[config.mk]
export PLATFORM = sky130hd
export DESIGN_NAME = audio_rate_sink_flat
export DESIGN_NICKNAME = d
export VERILOG_FILES = /design/src/rtl/audio_pkg.sv /design/src/rtl/audiostream_if.sv /design/src/rtl/audio_rate_nco.sv /design/src/rtl/audio_rate_sink.sv /design/src/flat_wrapper.sv
export SDC_FILE = /design/constraint.sdc
export NUM_CORES = 1
export LEC_CHECK = 0
export CAP_MARGIN = 25
export CORE_ASPECT_RATIO = 1.4
export CORE_MARGIN = 3
export CORE_UTILIZATION = 40
export DETAILED_ROUTE_END_ITERATION = 8
export GPL_ROUTABILITY_DRIVEN = 0
export PLACE_DENSITY_LB_ADDON = 0.05
export SETUP_SLACK_MARGIN = 0.5
export SYNTH_ARGS = -nofsm -noshare
export SYNTH_HDL_FRONTEND = slang
export SYNTH_SLANG_ARGS = --single-unit
[constraint.sdc]
create_clock -name clk -period 6.05 [get_ports clk]
set_input_delay 0.605 -clock clk [delete_from_list [all_inputs] [get_ports clk]]
set_output_delay 0.605 -clock clk [all_outputs]
set_load 0.01 [all_outputs]
[src/rtl/audio_pkg.sv]
// Shared types and constants for the audiostream sink: sample type, fetch FSM states,
// and NCO phase increments for the standard audio rates at the system clock.
package audio_pkg;

  typedef bit signed [15:0] sample_t;

  typedef enum logic [1:0] {
    IDLE,
    FETCH_L,
    FETCH_R,
    PRESENT
  } sink_state_t;

  localparam int              NCO_ACC_W    = 24;
  localparam longint unsigned SYS_CLK_HZ   = 64'd100_000_000;
  localparam logic [15:0]     UNDERRUN_MAX = 16'hFFFF;

  // Rounded increment so that SYS_CLK_HZ * inc / 2**NCO_ACC_W is closest to fs_hz.
  function automatic logic [NCO_ACC_W-1:0] rate_inc_for(input longint unsigned fs_hz);
    longint unsigned inc;
    inc = (fs_hz * (64'd1 << NCO_ACC_W) + SYS_CLK_HZ / 2) / SYS_CLK_HZ;
    return inc[NCO_ACC_W-1:0];
  endfunction

  localparam logic [NCO_ACC_W-1:0] RATE_INC_44K1 = rate_inc_for(64'd44_100);
  localparam logic [NCO_ACC_W-1:0] RATE_INC_37K8 = rate_inc_for(64'd37_800);
  localparam logic [NCO_ACC_W-1:0] RATE_INC_18K9 = rate_inc_for(64'd18_900);

endpackage

[src/rtl/audiostream_if.sv]
// Audiostream link: the source drives sample/write, the consumer answers with strobe.
// A word moves in every cycle where write and strobe are both high.
interface audiostream_if;
  import audio_pkg::*;

  sample_t sample;
  logic    write;
  logic    strobe;

  modport source (output sample, output write, input strobe);
  modport sink   (input sample, input write, output strobe);

endinterface

[src/rtl/audio_rate_nco.sv]
// Phase-accumulator NCO: adds rate_inc every clk while enabled and emits a registered
// 1-cycle tick on each accumulator carry. Disabling clears the phase.
module audio_rate_nco
  import audio_pkg::*;
#(
  parameter int ACC_W = NCO_ACC_W
) (
  input  logic             clk,
  input  logic             reset,
  input  logic             enable,
  input  logic [ACC_W-1:0] rate_inc,
  output logic             tick
);

  logic [ACC_W-1:0] acc;
  logic [ACC_W:0]   sum;

  assign sum = {1'b0, acc} + {1'b0, rate_inc};

  // NOTE: sequential state uses non-blocking assignments so every register samples
  // pre-edge values regardless of statement order.
  always_ff @(posedge clk) begin
    if (reset || !enable) begin
      acc  <= '0;
      tick <= 1'b0;
    end else begin
      acc  <= sum[ACC_W-1:0];
      tick <= sum[ACC_W];
    end
  end

endmodule

[src/rtl/audio_rate_sink.sv]
// Audiostream consumer: on each NCO tick fetches one frame (L,R or a duplicated mono word),
// then presents it as held stereo outputs. Ticks that arrive mid-fetch are counted as underruns.
module audio_rate_sink
  import audio_pkg::*;
#(
  parameter int ACC_W = NCO_ACC_W
) (
  input  logic             clk,
  input  logic             reset,
  audiostream_if.sink      in,
  input  logic             enable,
  input  logic             stereo,
  input  logic [ACC_W-1:0] rate_inc,
  output sample_t          left_out,
  output sample_t          right_out,
  output logic             sample_tick,
  output logic             underrun,
  output logic [15:0]      underrun_cnt
);

  sink_state_t state;
  sample_t     pend_l;
  sample_t     pend_r;
  logic        tick;
  logic        fetching;
  logic        xfer;

  audio_rate_nco #(.ACC_W(ACC_W)) u_nco (
    .clk      (clk),
    .reset    (reset),
    .enable   (enable),
    .rate_inc (rate_inc),
    .tick     (tick)
  );

  assign fetching  = (state == FETCH_L) || (state == FETCH_R);
  assign in.strobe = fetching && in.write && !reset;
  assign xfer      = in.write && in.strobe;

  always_ff @(posedge clk) begin
    if (reset) begin
      state        <= IDLE;
      // NOTE: the pending words are reset along with everything else so a frame
      // discarded by reset can never reach the outputs later.
      pend_l       <= '0;
      pend_r       <= '0;
      left_out     <= '0;
      right_out    <= '0;
      sample_tick  <= 1'b0;
      underrun     <= 1'b0;
      underrun_cnt <= '0;
    end else begin
      sample_tick <= 1'b0;
      underrun    <= tick && fetching;
      if (tick && fetching && (underrun_cnt != UNDERRUN_MAX))
        underrun_cnt <= underrun_cnt + 16'd1;

      // A missed tick leaves the state alone, so L/R alignment survives starvation.
      case (state)
        IDLE: begin
          if (tick) state <= FETCH_L;
        end
        FETCH_L: begin
          if (xfer) begin
            pend_l <= in.sample;
            if (stereo) begin
              state <= FETCH_R;
            end else begin
              pend_r <= in.sample;
              state  <= PRESENT;
            end
          end
        end
        FETCH_R: begin
          if (xfer) begin
            pend_r <= in.sample;
            state  <= PRESENT;
          end
        end
        PRESENT: begin
          left_out    <= pend_l;
          right_out   <= pend_r;
          sample_tick <= 1'b1;
          state       <= tick ? FETCH_L : IDLE;
        end
        default: state <= IDLE;
      endcase
    end
  end

endmodule

[src/flat_wrapper.sv]
// flat-port wrapper written by rule: the top's interface ports become plain ports
module audio_rate_sink_flat import audio_pkg::*;
#(
  parameter int ACC_W = NCO_ACC_W
)
  (clk, reset, enable, stereo, rate_inc, left_out, right_out, sample_tick, underrun, underrun_cnt, in_sample, in_write, in_strobe);
  audiostream_if in_i ();
  input  logic clk;
  input  logic reset;
  input  logic enable;
  input  logic stereo;
  input  logic [ACC_W-1:0] rate_inc;
  output sample_t left_out;
  output sample_t right_out;
  output logic sample_tick;
  output logic underrun;
  output logic [15:0] underrun_cnt;
  input wire logic [$bits(in_i.sample)-1:0] in_sample;
  input wire logic [$bits(in_i.write)-1:0] in_write;
  output wire logic [$bits(in_i.strobe)-1:0] in_strobe;
  assign in_i.sample = in_sample;
  assign in_i.write = in_write;
  assign in_strobe = in_i.strobe;
  audio_rate_sink #(.ACC_W(ACC_W)) u_core (.clk(clk), .reset(reset), .in(in_i), .enable(enable), .stereo(stereo), .rate_inc(rate_inc), .left_out(left_out), .right_out(right_out), .sample_tick(sample_tick), .underrun(underrun), .underrun_cnt(underrun_cnt));
endmodule
==> run_results.csv <==
group,metric,value,unit
status,status,"complete, no violations",
finish,final_area,6570,µm²
flow_run,max_cap_viol_count,0,
setup_path,cp_max_fo,5,
global_routing,antenna_found_initial,0,
yosys,ys.flop_type,"dfxtp_1",
detailed_routing,wl_per_cell,14.6,µm
yosys,synthXorXnorAreaFrac,4.08,%
yosys,synth_top_area_cell,"dfxtp_1",
placed_design,dp_hpwl,8900,µm
die,die_w,102,µm
yosys,syn_area,5160,µm²
detailed_routing,drt-met1-wl,5000,µm
cts,path_clk_slew,0.07,ns
die,pin_count,96,
yosys,synth_seq_cells,109,
finish,nNetsFinal,736,
cts,ctsResizeCount,0,
yosys,synth_top_area_share,42.3,%
sta,min_period,2.77,ns
worst_hold_path,hold_class,"reg -> reg",
cts,cts_hold_buf,0,
yosys,synth_area_leaders,"dfxtp_1 42%, mux2i_1 11%, ha_1 7.3%",
detailed_routing,num_vias,4247,
sta,timing.final.max_slew_violations,0,
yosys,yosysWarnings,0,
setup_path,crit_chain,"clkdlybuf4s50_1 > ha_1 > fa_1 > a21o_2 > a221o_2 > a31oi_4 > a2111oi_4 > o31ai_2 > a21oi_1",
yosys,synth_most_common_cell,"dfxtp_1",
sta,worst_pin_slew,0.990,ns
yosys,seq_area_frac_synth,42.3,%
setup_path,critPathKind,"in -> reg",
global_routing,grt_pass1_vias,4170,
detailed_routing,wl_met3,423,µm
finish,diodes,0,
detailed_routing,via_per_inst,5.21,
sta,timing.fmax,0.361,GHz
setup_path,cp-start-kind,"input port",
sta,setup_viol,0,
detailed_routing,drtIter0Drc,150,
power_and_ir_drop,powerDensity,251,nW/µm²
detailed_routing,wl_met2,6320,µm
setup_path,cp-end-kind,"flip-flop",
sta,max_slew_margin,33.8,%
cts,clockRootBuffer,"clkbuf_16",
yosys,syn_inst,572,
placed_design,placed_area,6240,µm²
detailed_routing,routed_wl,11900,µm
yosys,yosys-top-cells-count,"109 x dfxtp_1, 89 x nor2_1, 66 x nand2_1",
sta,hold_viol,0,
die,die_h,140,µm
cts,cts_buffer_depth,2,
cts,cts_tree,"built",
yosys,syn_nets,648,
placed_design,portBuffers,95,
finish,layout-drive-gt1-share,6.62,%
yosys,async_flop_share,0,%
setup_path,required,6.26,ns
detailed_routing,drt-pass1-iter-count,5,
sta,final.setup.tns,0,ns
power_and_ir_drop,ir_drop,0.000126,V
yosys,synth.area.mux_share,10.7,%
setup_path,slowest_stage,"a221o_2",
yosys,ys_types,56,
global_routing,grt_max_degree,61,
yosys,synth_top_family_by_area,"simple AND/OR/NAND/NOR gates",
setup_path,max_stage_delay,0.44,ns
global_routing,grt_overflow,0,
yosys,synthAdderAreaFrac,7.67,%
cts,clk_latency,0.34,ns
sta,finClkSkew,0.00696,ns
sta,period_share,45.8,%
cts,htree_num_levels,3,
detailed_routing,final_antenna_net_count,0,
detailed_routing,topRoutingLayerUsed,"met4",
die,core-area,12500,µm²
die,start_util,41.3,%
setup_path,cp.arrival,2.98,ns
detailed_routing,drc,0,
power_and_ir_drop,p_leak,2.58,nW
global_routing,grt_use_total,16.9,%
cts,cts_buffers,9,
cts,clkSinkCount,109,
global_routing,grt_pass1_wl,19600,µm
die,dieArea,14300,µm²
finish,area_growth,27.3,%
cts,postCtsSetupBuffers,0,
yosys,avgSynthCellArea,9.01,µm²
sta,rsz0062_at_grt,"no",
finish,fin_util,52.6,%
die,core.rowCount,48,
yosys,yosys.area_share.simple,18.6,%
yosys,synth_compound_area_share,13.8,%
yosys,synth_edf_count,0,
## power by group
group	total [mW]	switching, mW	internal (mW)
logic	0.273	0.154	0.119
clock network	0.631	0.264	0.366
registers	0.747	0.00952	0.738
## cells by family after synthesis
group                      Yosys count
and+or+nand+nor                    214
DFF                                109
AOI/OAI and AO/OA                  106
muxes                               55
buffers and inverters               33
adders and majority gates           31
xor gates and xnor gates            24
## worst paths after layout
check             slack, ns                      startpoint  cells after the start                              to
setup / recovery       3.28                     rate_inc[0]                      9    u_core.u_nco.tick$_SDFF_PP0_
hold / removal         0.46  u_core.pend_l[15]$_SDFFE_PP0P_                      2  u_core.pend_l[15]$_SDFFE_PP0P_
setup reg to reg       3.66    u_core.state[0]$_SDFFE_PP0P_                      7  u_core.pend_r[13]$_SDFFE_PP0P_
hold reg to reg        0.46  u_core.pend_l[15]$_SDFFE_PP0P_                      2  u_core.pend_l[15]$_SDFFE_PP0P_
## area by class of cell
type | instances | area, µm²
fill | 1205 | 5930
multi-input combinational | 430 | 2840
sequential | 109 | 2180
timing repair buffer | 99 | 996
clock buffer | 10 | 229
tap | 150 | 188
clock inverter | 6 | 92.6
inverter | 11 | 41.3
## worst max-delay path: cells and delay by family
family | cells | cell delay, ns
adder cells (fa/ha/maj) | 2 | 0.65
AO/OA/AOI/OAI | 6 | 1.31
buffers and inverters | 1 | 0.40
## layer usage
metal  global-route usage (%)  up-vias
met5                        0        -
met2                     31.2       97
met1                     19.9     1980
li1                         -     2154
met3                     2.74       16
met4                     4.28        0
## registers in the layout, indices dropped and copies added (netlist names)
| signal | count |
|---|---|
| u_core.state | 2 |
| u_core.right_out | 16 |
| u_core.u_nco.acc | 24 |
| u_core.pend_l | 16 |
| u_core.underrun | 1 |
| u_core.u_nco.tick | 1 |
| u_core.left_out | 16 |
| u_core.pend_r | 16 |
| u_core.sample_tick | 1 |
| u_core.underrun_cnt | 16 |
## stage by stage
step / setup slack [ns] / instances / hold slack, ns / power (mW)
floorplan: 3.48 / 572 / 0.436 / 0.954
global route: 3.17 / 815 / 0.484 / 1.73
finish: 3.28 / 815 / 0.457 / 1.65
CTS: 3.28 / 814 / 0.460 / 1.68
detailed placement: 2.92 / 798 / 0.451 / 1.03
global placement: 2.93 / 797 / 0.442 / 1.03
## cell usage in the layout, fill, tap and decap left out, types with 2 or more instances in the layout
cell	synthesis	layout
a21o_2	4	4
nor2_1	89	89
a211o_1	2	2
and3_1	4	4
nor4_1	2	2
nor2b_1	3	3
clkbuf_16	0	9
ha_1	30	29
o21a_1	4	4
a21o_1	5	5
clkdlybuf4s50_1	0	94
a31oi_1	2	2
or3_1	3	3
clkinvlp_4	0	2
and3_2	2	2
o211ai_1	3	3
nand4_1	8	8
o21ai_0	16	16
mux2i_1	55	55
xnor2_1	13	13
nand3b_1	2	2
bufinv_16	0	2
nand2_1	66	66
inv_6	0	2
o21ai_2	3	3
nor3_1	9	8
xor2_1	11	11
inv_1	11	11
and2_1	6	6
dfxtp_1	109	109
a211oi_1	5	5
nand3_1	6	6
a21oi_1	48	48
buf_4	0	3
or2_2	2	2
nand2b_1	5	5
Power figures use the tool's default switching activity.
